--- src/rtl/alu_seq_pkg.sv ---
// alu_seq_pkg: shared definitions for the ALU operation sequencer.
//   - opcode constants (instruction encoding)
//   - FSM state encoding (IDLE, EXEC, WB)
//   - flag bit indices inside the {C,V,N,Z} flag word
//   - opcode -> ALU op_select mapping, same selection order as the ALU
package alu_seq_pkg;

    localparam logic [2:0] OP_ADD  = 3'd0;
    localparam logic [2:0] OP_SUB  = 3'd1;
    localparam logic [2:0] OP_AND  = 3'd2;
    localparam logic [2:0] OP_OR   = 3'd3;
    localparam logic [2:0] OP_MUL  = 3'd4;
    localparam logic [2:0] OP_DIV  = 3'd5;
    localparam logic [2:0] OP_LDA  = 3'd6;
    localparam logic [2:0] OP_CLRF = 3'd7;

    typedef enum logic [1:0] {
        ST_IDLE = 2'd0,
        ST_EXEC = 2'd1,
        ST_WB   = 2'd2
    } state_t;

    localparam int FLAG_C = 3;
    localparam int FLAG_V = 2;
    localparam int FLAG_N = 1;
    localparam int FLAG_Z = 0;

    // ALU select code for an opcode; non-ALU opcodes park the ALU on ADD.
    function automatic logic [2:0] op_select_of(input logic [2:0] opcode);
        logic [2:0] sel;
        case (opcode)
            OP_ADD:  sel = 3'd0;
            OP_SUB:  sel = 3'd1;
            OP_AND:  sel = 3'd2;
            OP_OR:   sel = 3'd3;
            OP_MUL:  sel = 3'd4;
            OP_DIV:  sel = 3'd5;
            default: sel = 3'd0;
        endcase
        return sel;
    endfunction

    function automatic logic is_muldiv(input logic [2:0] opcode);
        return (opcode == OP_MUL) || (opcode == OP_DIV);
    endfunction

    // Flag word for results whose carry/overflow are meaningless: C=V=0.
    function automatic logic [3:0] nz_flags(input logic [7:0] value);
        logic [3:0] f;
        f         = 4'b0000;
        f[FLAG_N] = value[7];
        f[FLAG_Z] = (value == 8'h00);
        return f;
    endfunction

endpackage

--- src/rtl/alu_seq_wait_ctr.sv ---
// alu_seq_wait_ctr: loadable 4-bit down-counter with zero flag, times the
// EXEC settle period of the sequencer.
// Ports:
//   clk, rst      - clock, asynchronous active-high reset
//   load/load_val - load the count (has priority over dec)
//   dec           - decrement by one, saturating at zero
//   zero          - count is zero
module alu_seq_wait_ctr (
    input  logic       clk,
    input  logic       rst,
    input  logic       load,
    input  logic [3:0] load_val,
    input  logic       dec,
    output logic       zero
);

    logic [3:0] cnt_r;

    // Count register: load, saturating decrement, or hold.
    always_ff @(posedge clk or posedge rst) begin
        if (rst) begin
            cnt_r <= 4'd0;
        end else if (load) begin
            cnt_r <= load_val;
        end else if (dec && (cnt_r != 4'd0)) begin
            cnt_r <= cnt_r - 4'd1;
        end else begin
            cnt_r <= cnt_r;
        end
    end

    assign zero = (cnt_r == 4'd0);

endmodule

--- src/rtl/alu_op_sequencer.sv ---
// alu_op_sequencer: accepts one instruction at a time over valid/ready,
// drives the external combinational ALU from registers, waits the settle
// time and retires the result into the accumulator and {C,V,N,Z} flags.
// Ports:
//   clk, rst                    - clock, asynchronous active-high reset
//   instr_valid/ready/opcode/operand - instruction handshake and payload
//   alu_a/alu_b/alu_sub/alu_op_select - registered ALU drive
//   alu_result, alu_cout, alu_overflow, alu_no, alu_zo - ALU outputs
//   acc, flags, err_div0        - architectural state
//   busy, done                  - status: not idle, one-cycle retire pulse
// Build option: ALU_SEQ_DIV0_TRAP_EN traps DIV by zero (no ALU access,
// acc/flags unchanged, sticky err_div0 set). Without it err_div0 is 0.
module alu_op_sequencer
    import alu_seq_pkg::*;
#(
    parameter int DATA_W      = 8,
    parameter int MULDIV_WAIT = 2
) (
    input  logic              clk,
    input  logic              rst,
    input  logic              instr_valid,
    output logic              instr_ready,
    input  logic [2:0]        instr_opcode,
    input  logic [DATA_W-1:0] instr_operand,
    output logic [DATA_W-1:0] alu_a,
    output logic [DATA_W-1:0] alu_b,
    output logic              alu_sub,
    output logic [2:0]        alu_op_select,
    input  logic [DATA_W-1:0] alu_result,
    input  logic              alu_cout,
    input  logic              alu_overflow,
    input  logic              alu_no,
    input  logic              alu_zo,
    output logic [DATA_W-1:0] acc,
    output logic [3:0]        flags,
    output logic              err_div0,
    output logic              busy,
    output logic              done
);

    localparam logic [3:0] MULDIV_LOAD = 4'(MULDIV_WAIT);

    state_t      state_r;
    state_t      next_state_s;
    logic [2:0]  opcode_r;
    logic        accept_s;
    logic        trap_s;
    logic        direct_s;
    logic        ctr_zero_s;
    logic        commit_alu_s;
    logic        commit_direct_s;
    logic [3:0]  ctr_load_val_s;
    logic        done_r;
    logic        busy_r;

    assign instr_ready = (state_r == ST_IDLE);
    assign accept_s    = instr_valid && instr_ready;

`ifdef ALU_SEQ_DIV0_TRAP_EN
    assign trap_s = (instr_opcode == OP_DIV) && (instr_operand == {DATA_W{1'b0}});
`else
    assign trap_s = 1'b0;
`endif

    // Instructions that never touch the ALU commit at the accept edge.
    assign direct_s = (instr_opcode == OP_LDA) || (instr_opcode == OP_CLRF) || trap_s;

    alu_seq_wait_ctr u_wait_ctr (
        .clk      (clk),
        .rst      (rst),
        .load     (accept_s),
        .load_val (ctr_load_val_s),
        .dec      (state_r == ST_EXEC),
        .zero     (ctr_zero_s)
    );

    // FSM state register.
    always_ff @(posedge clk or posedge rst) begin
        if (rst) begin
            state_r <= ST_IDLE;
        end else begin
            state_r <= next_state_s;
        end
    end

    // FSM next-state logic.
    always_comb begin
        next_state_s = state_r;
        case (state_r)
            ST_IDLE: begin
                if (accept_s) begin
                    next_state_s = direct_s ? ST_WB : ST_EXEC;
                end else begin
                    next_state_s = ST_IDLE;
                end
            end
            ST_EXEC: begin
                if (ctr_zero_s) begin
                    next_state_s = ST_WB;
                end else begin
                    next_state_s = ST_EXEC;
                end
            end
            ST_WB:   next_state_s = ST_IDLE;
            default: next_state_s = ST_IDLE;
        endcase
    end

    // FSM output decode: commit strobes and settle-count load value.
    always_comb begin
        commit_alu_s    = 1'b0;
        commit_direct_s = 1'b0;
        ctr_load_val_s  = 4'd0;
        if (state_r == ST_EXEC) begin
            commit_alu_s = ctr_zero_s;
        end else begin
            commit_alu_s = 1'b0;
        end
        if (accept_s) begin
            commit_direct_s = direct_s;
            ctr_load_val_s  = is_muldiv(instr_opcode) ? MULDIV_LOAD : 4'd0;
        end else begin
            commit_direct_s = 1'b0;
            ctr_load_val_s  = 4'd0;
        end
    end

    // Status registers: busy covers EXEC and WB, done marks the WB cycle.
    always_ff @(posedge clk or posedge rst) begin
        if (rst) begin
            done_r <= 1'b0;
            busy_r <= 1'b0;
        end else begin
            done_r <= (next_state_s == ST_WB);
            busy_r <= (next_state_s != ST_IDLE);
        end
    end

    // ALU drive latches (updated only at accept) and accumulator/flag commit.
    always_ff @(posedge clk or posedge rst) begin
        if (rst) begin
            opcode_r      <= 3'd0;
            alu_b         <= {DATA_W{1'b0}};
            alu_sub       <= 1'b0;
            alu_op_select <= 3'd0;
            acc           <= {DATA_W{1'b0}};
            flags         <= 4'b0000;
        end else begin
            if (accept_s) begin
                opcode_r      <= instr_opcode;
                alu_b         <= instr_operand;
                alu_sub       <= (instr_opcode == OP_SUB);
                alu_op_select <= trap_s ? 3'd0 : op_select_of(instr_opcode);
            end
            if (commit_alu_s) begin
                acc <= alu_result;
                if ((opcode_r == OP_ADD) || (opcode_r == OP_SUB)) begin
                    flags[FLAG_C] <= alu_cout;
                    flags[FLAG_V] <= alu_overflow;
                    flags[FLAG_N] <= alu_no;
                    flags[FLAG_Z] <= alu_zo;
                end else begin
                    flags <= nz_flags(alu_result);
                end
            end else if (commit_direct_s) begin
                case (instr_opcode)
                    OP_LDA: begin
                        acc           <= instr_operand;
                        flags[FLAG_N] <= instr_operand[DATA_W-1];
                        flags[FLAG_Z] <= (instr_operand == {DATA_W{1'b0}});
                    end
                    OP_CLRF: flags <= 4'b0000;
                    default: flags <= flags;   // trapped DIV leaves state alone
                endcase
            end
        end
    end

    assign alu_a = acc;
    assign busy  = busy_r;
    assign done  = done_r;

`ifdef ALU_SEQ_DIV0_TRAP_EN
    logic err_div0_r;

    // Sticky divide-by-zero error, cleared only by CLRF.
    always_ff @(posedge clk or posedge rst) begin
        if (rst) begin
            err_div0_r <= 1'b0;
        end else if (accept_s && (instr_opcode == OP_CLRF)) begin
            err_div0_r <= 1'b0;
        end else if (accept_s && trap_s) begin
            err_div0_r <= 1'b1;
        end else begin
            err_div0_r <= err_div0_r;
        end
    end

    assign err_div0 = err_div0_r;
`else
    assign err_div0 = 1'b0;
`endif

endmodule

--- config.mk ---
export PLATFORM = sky130hd
export DESIGN_NAME = alu_op_sequencer
export DESIGN_NICKNAME = d
export VERILOG_FILES = /design/src/rtl/alu_seq_pkg.sv /design/src/rtl/alu_seq_wait_ctr.sv /design/src/rtl/alu_op_sequencer.sv
export SDC_FILE = /design/constraint.sdc
export NUM_CORES = 1
export LEC_CHECK = 0
export CAP_MARGIN = 30
export CORE_MARGIN = 10
export CORE_UTILIZATION = 40
export CTS_BUF_LIST = sky130_fd_sc_hd__clkbuf_4 sky130_fd_sc_hd__clkbuf_8 sky130_fd_sc_hd__clkbuf_16
export DETAILED_ROUTE_END_ITERATION = 7
export DONT_BUFFER_PORTS = 1
export PLACE_DENSITY = 0.55
export SYNTH_ARGS = -nofsm -noshare
export SYNTH_HDL_FRONTEND = slang
export SYNTH_SLANG_ARGS = --single-unit
--- constraint.sdc ---
create_clock -name clk -period 2.8 [get_ports clk]
set_input_delay 0.28 -clock clk [delete_from_list [all_inputs] [get_ports clk]]
set_output_delay 0.28 -clock clk [all_outputs]
set_load 0.05 [all_outputs]
Word-level counts from Yosys, hierarchy flattened:

Index checks and enable logic that the tools add are counted.
Widths: inputs -> output; s select.

* output and inout bits: 36
* input bits: 26
* flip-flop bits (word level): 35

* muxes and demuxes: 18
* add/sub/neg operators: 1
* reduce and logical (&&, ||, !) cells: 20
* equality and inequality tests: 10

Operator list (count)
* $mux 8: 3
* $mux 4: 5
* $logic_not 8->1: 2
* $pmux 3 s5: 1
* $eq 3x3->1 const B: 4
* $mux 2: 5
* $reduce_bool 2->1: 5
* $pmux 2 s2: 2
* $eq 3x1->1 const B: 2
* $eq 3x2->1 const B: 2
* $reduce_and 2->1: 3
* $logic_not 4->1: 1
* $reduce_bool 4->1: 1
* $sub 4x1->4 const B: 1
* $logic_not 3->1: 1
* $logic_or 1x1->1: 3
* $reduce_bool 3->1: 1
* $eq 2x1->1 const B: 1
* $eq 2x2->1 const B: 1
* $logic_and 1x1->1: 2
* $logic_not 2->1: 1
* $mux 1: 2

Logic depth before layout (Yosys ltp):

* depth after elaboration: 6
* mapped depth: 8

Modules after synthesis:

Synthesis repeated with hierarchy kept, for this count alone.

* cell total of the unflattened synthesis: 171
* area total of the unflattened synthesis: 1702.9 µm²

By module, submodules not included
* alu_op_sequencer: times used 1, cells an instance 143, area an instance 1441.4 µm², seq. area each 750.7 µm²
* alu_seq_wait_ctr: times used 1, cells an instance 28, area an instance 261.5 µm², seq. area each 100.1 µm²

Worst setup path after synthesis:

Ideal clock, no wire load.

* path type: register to register
* from: register state_r[1]
* to: register u_wait_ctr.cnt_r[0]
* path buffers: 2
* slack: 861 ps
* clock period less this slack: 1939 ps
* stages on the path, launching flop included: 6
* required time: 2668 ps
* setup time: 132 ps
* arrival: 1808 ps
* cells stage by stage: dfrtp_1 -> nor2_1 -> and2_1 -> clkbuf_1 -> clkbuf_1 -> nor2_1

* longest elaborated chain between the ends: 3

Ends and longest elaborated chain
* from (decl): RTL line alu_op_sequencer.sv:43 `state_t state_r;`
* from (signal assigned): RTL line alu_op_sequencer.sv:82 `state_r <= next_state_s;`
* $logic_not 2->1 *: RTL line alu_op_sequencer.sv:56 `assign instr_ready = (state_r == ST_IDLE);`
* via instr_ready: RTL line alu_op_sequencer.sv:22 `output logic instr_ready,`
* $logic_and 1x1->1 *: RTL line alu_op_sequencer.sv:57 `assign accept_s = instr_valid && instr_ready;`
* $mux 4 / $reduce_bool 2->1 (equally long branches)
* to (signal assigned): RTL line alu_seq_wait_ctr.sv:24 `cnt_r <= load_val;`
* to (signal assigned): RTL line alu_seq_wait_ctr.sv:26 `cnt_r <= cnt_r - 4'd1;`
* to (signal assigned): RTL line alu_seq_wait_ctr.sv:28 `cnt_r <= cnt_r;`
* to (decl): RTL line alu_seq_wait_ctr.sv:17 `logic [3:0] cnt_r;`

Mark *: on every way through the listed nets, which the timed path passes. The rest lies on a longest branch.
A chain may end at the register's enable or synchronous reset.

Worst setup path after layout:

* from: register u_wait_ctr.cnt_r[1]
* to: register acc[5]

* longest elaborated chain between the ends: 4

Ends and longest elaborated chain
* $logic_not 4->1 *: RTL line alu_seq_wait_ctr.sv:32 `assign zero = (cnt_r == 4'd0);`
* $mux 1 *: RTL line alu_op_sequencer.sv:114 `if (state_r == ST_EXEC) begin`
* $reduce_bool 2->1 (no source line)
* $reduce_and 2->1 (no source line)
* to (signal assigned): RTL line alu_op_sequencer.sv:146 `acc <= {DATA_W{1'b0}};`
* to (signal assigned): RTL line alu_op_sequencer.sv:156 `acc <= alu_result;`
* to (signal assigned): RTL line alu_op_sequencer.sv:168 `acc <= instr_operand;`
* to (decl): RTL line alu_op_sequencer.sv:34 `output logic [DATA_W-1:0] acc,`

Mark *: on every way between the ends. The rest lies on a longest branch, timed or not.

==> flow_metrics.py <==
metrics = {
    "setup_path": {
        "worstPathMaxFanout": 20,
        "crit_type": "flop to flop",
        "start_kind": "flop",
        "crit_path_end_kind": "flop",
        "worst_path_max_delay_cell": "a21boi_2",
        "critical_path_required_ns": 2.96,
        "max_stage_delay_ns": 0.43,
        "worstPathArrival_ns": 2.25,
        "path_delay_family": "simple AND/OR/NAND/NOR gates",
        "crit_chain": "inv_1, ha_1, or3b_4, nand2b_4, a21boi_2, mux2_2",
        "cp.buffers_inverters": 1,
    },
    "drt": {
        "wl_per_cell_um": 18.8,
        "dr_wl_met3_um": 560,
        "ant_nets": 0,
        "detail_route.first_pass.iterations": 5,
        "drc": 0,
        "via_count": 1142,
        "m1WireLength_mm": 1.47,
        "avgViaCountPerCell": 5.31,
        "initialDrtViolationCount": 68,
        "routed_wl_mm": 4.03,
        "dr.max_layer_used": "met4",
        "dr_wl_met2_mm": 1.95,
    },
    "clock_network": {
        "clock_path_buffers": 2,
        "cts_buffers": 5,
        "cts_num_sinks": 34,
        "insertion_delay_ns": 0.28,
        "cts_tree": "built",
        "clock-root-buffer": "clkbuf_8",
        "htreeDepth": 2,
        "post_cts_resized": 0,
        "cts_setup_buffers": 0,
        "cts.clk_slew.worst_paths_ns": 0.07,
    },
    "yosys": {
        "ys_ff_latch": 34,
        "synth_edf_count": 0,
        "synth-main-ff-cell": "dfrtp_1",
        "avgSynthCellArea_um2": 10.1,
        "ys_types": 38,
        "yosysTopAreaCell": "dfrtp_1",
        "ys_seq_area_share_pct": 49.8,
        "synthCells": 169,
        "async_flop_share_pct": 100,
        "synth_area_leaders": "dfrtp_1 50%, nand2_1 9.4%, mux2_4 6.1%, mux2_2 5.3%, buf_4 4.0%",
        "synth_nets": 200,
        "synth_top_area_share_pct": 49.8,
        "yosys_warnings": 0,
        "synth_area_um2": 1710,
    },
    "timing": {
        "slew_viol_final": 0,
        "finalHoldViolations": 0,
        "fin_crit_ns": 2.08,
        "rsz0062_at_grt": "false",
        "maxSlewHeadroom_pct": 38.8,
        "period_share_pct": 74.4,
        "skew_ns": 0.00231,
        "setup_violations": 0,
        "max_freq_ghz": 0.480,
        "setup_tns_ns": 0,
        "tightestPinTransition_ns": 0.918,
        "whs_ns": 0.105,
        "layout_setup_ws_ns": 0.717,
    },
    "global_routing": {
        "grtUsageTotal_pct": 11.3,
        "overflow": 0,
        "grt_antenna_before_repair": 0,
        "grt_max_degree": 35,
        "grt_pass1_wl_mm": 6.60,
        "grt_pass1_vias": 1216,
    },
    "finish": {
        "final_common_cell": "nand2_1",
        "drive_gt1_share_pct": 18.8,
        "syn_to_final_growth_pct": 4.98,
        "instances_no_fill": 215,
        "insertedDiodeCount": 0,
        "fin_nets": 195,
        "final_cell_mix": "43 x nand2_1, 34 x dfrtp_1, 11 x nor2_1",
        "nFillCells": 386,
    },
    "die": {
        "io_pins": 62,
        "chipWidth_um": 85.4,
        "die_area_um2": 7290,
        "design.core.area_um2": 4060,
        "rows": 23,
        "initial_core_util_pct": 42.1,
        "die_y_um": 85.4,
    },
    "placed_design": {
        "dp.cells": 206,
        "hpwl_mm": 3.15,
        "globalplace.congestion": 0.734,
        "pre_cts_ws_ns": 0.709,
        "numPortBuffers": 0,
    },
    "run_status": {
        "status": "complete, no violations",
    },
    "flow_run": {
        "drv_cap": 0,
    },
    "hold_path": {
        "min_path_type": "primary input to flop",
    },
}
==> logic make-up (layout without fill, tap and decap cells) <==
| group | count (synthesis) | in the layout | synth area share (%) |
|---|---|---|---|
| simple gates | 72 | 72 | 19.1 |
| flops | 34 | 34 | 49.8 |
| buf+inv | 21 | 17 | 7.03 |
| compound gates | 17 | 17 | 6.66 |
| mux | 15 | 15 | 11.4 |
| fa+ha+maj | 6 | 6 | 4.25 |
| xor+xnor | 3 | 3 | 1.54 |
| other cells | 1 | 1 | 0.219 |
==> layout make-up <==
cell class              instances  area [µm²]  share of cell area [%]
flip-flops and latches         34         851                    47.4
multi-input cells             114         738                    41.1
clock buffers                   7        90.1                    5.02
well taps                      50        62.6                    3.49
repair buffers                  3        25.0                    1.39
inverters                       6        22.5                    1.26
clock inverters                 1        5.00                   0.279
==> stage by stage <==
| stage | area (µm²) | util, % |
|---|---|---|
| after floorplan | 1710 | - |
| after global placement | 1690 | 41.6 |
| after detailed placement | 1690 | 41.6 |
| after CTS | 1790 | 44.2 |
| after global routing | 1790 | 44.2 |
| final | 1790 | 44.2 |
==> sequential cells by signal, indices dropped and copies added (netlist names), 2 cells and up <==
register,cells
acc,8
alu_op_select,3
flags,4
state_r,2
alu_b,8
opcode_r,2
u_wait_ctr.cnt_r,4
==> synthesized netlist by cell type (all sizes together), types with 3 or more instances <==
master	n
buf	11
clkbuf	4
dfrtp	34
ha	5
inv	6
mux2	15
nand2	43
nand3	4
nor2	11
nor4	3
o21ai	5
==> path summary, 6_finish.rpt <==
check                                                start  slack, ns  cells past startpoint                    to
min in group asynchronous                              rst       0.54                      3        busy$_DFF_PP0_
setup reg to reg           u_wait_ctr.cnt_r[1]$_DFFE_PP0P_       0.72                      6    acc[5]$_DFFE_PP0P_
hold / removal                            instr_operand[3]       0.10                      2  alu_b[3]$_DFFE_PP0N_
max in group asynchronous                              rst       1.96                      3    acc[0]$_DFFE_PP0P_
setup / recovery           u_wait_ctr.cnt_r[1]$_DFFE_PP0P_       0.72                      6    acc[5]$_DFFE_PP0P_
hold reg to reg                       state_r[1]$_DFF_PP0_       0.47                      1        busy$_DFF_PP0_
==> layer usage <==
layer / track usage (%) / up-vias
met5: 0 / -
li1: - / 546
met4: 4.04 / 0
met2: 18.9 / 42
met3: 7.55 / 7
met1: 10.9 / 547
==> what timing repair did <==
item | in CTS | in global routing
endpoints found under the hold margin | 27 | 0
hold buffers | 1 | 0
setup endpoints to repair | 0 | 0
Power is not shown: default switching activity piles up to over one toggle a cycle in this logic, so the estimate is an artifact.
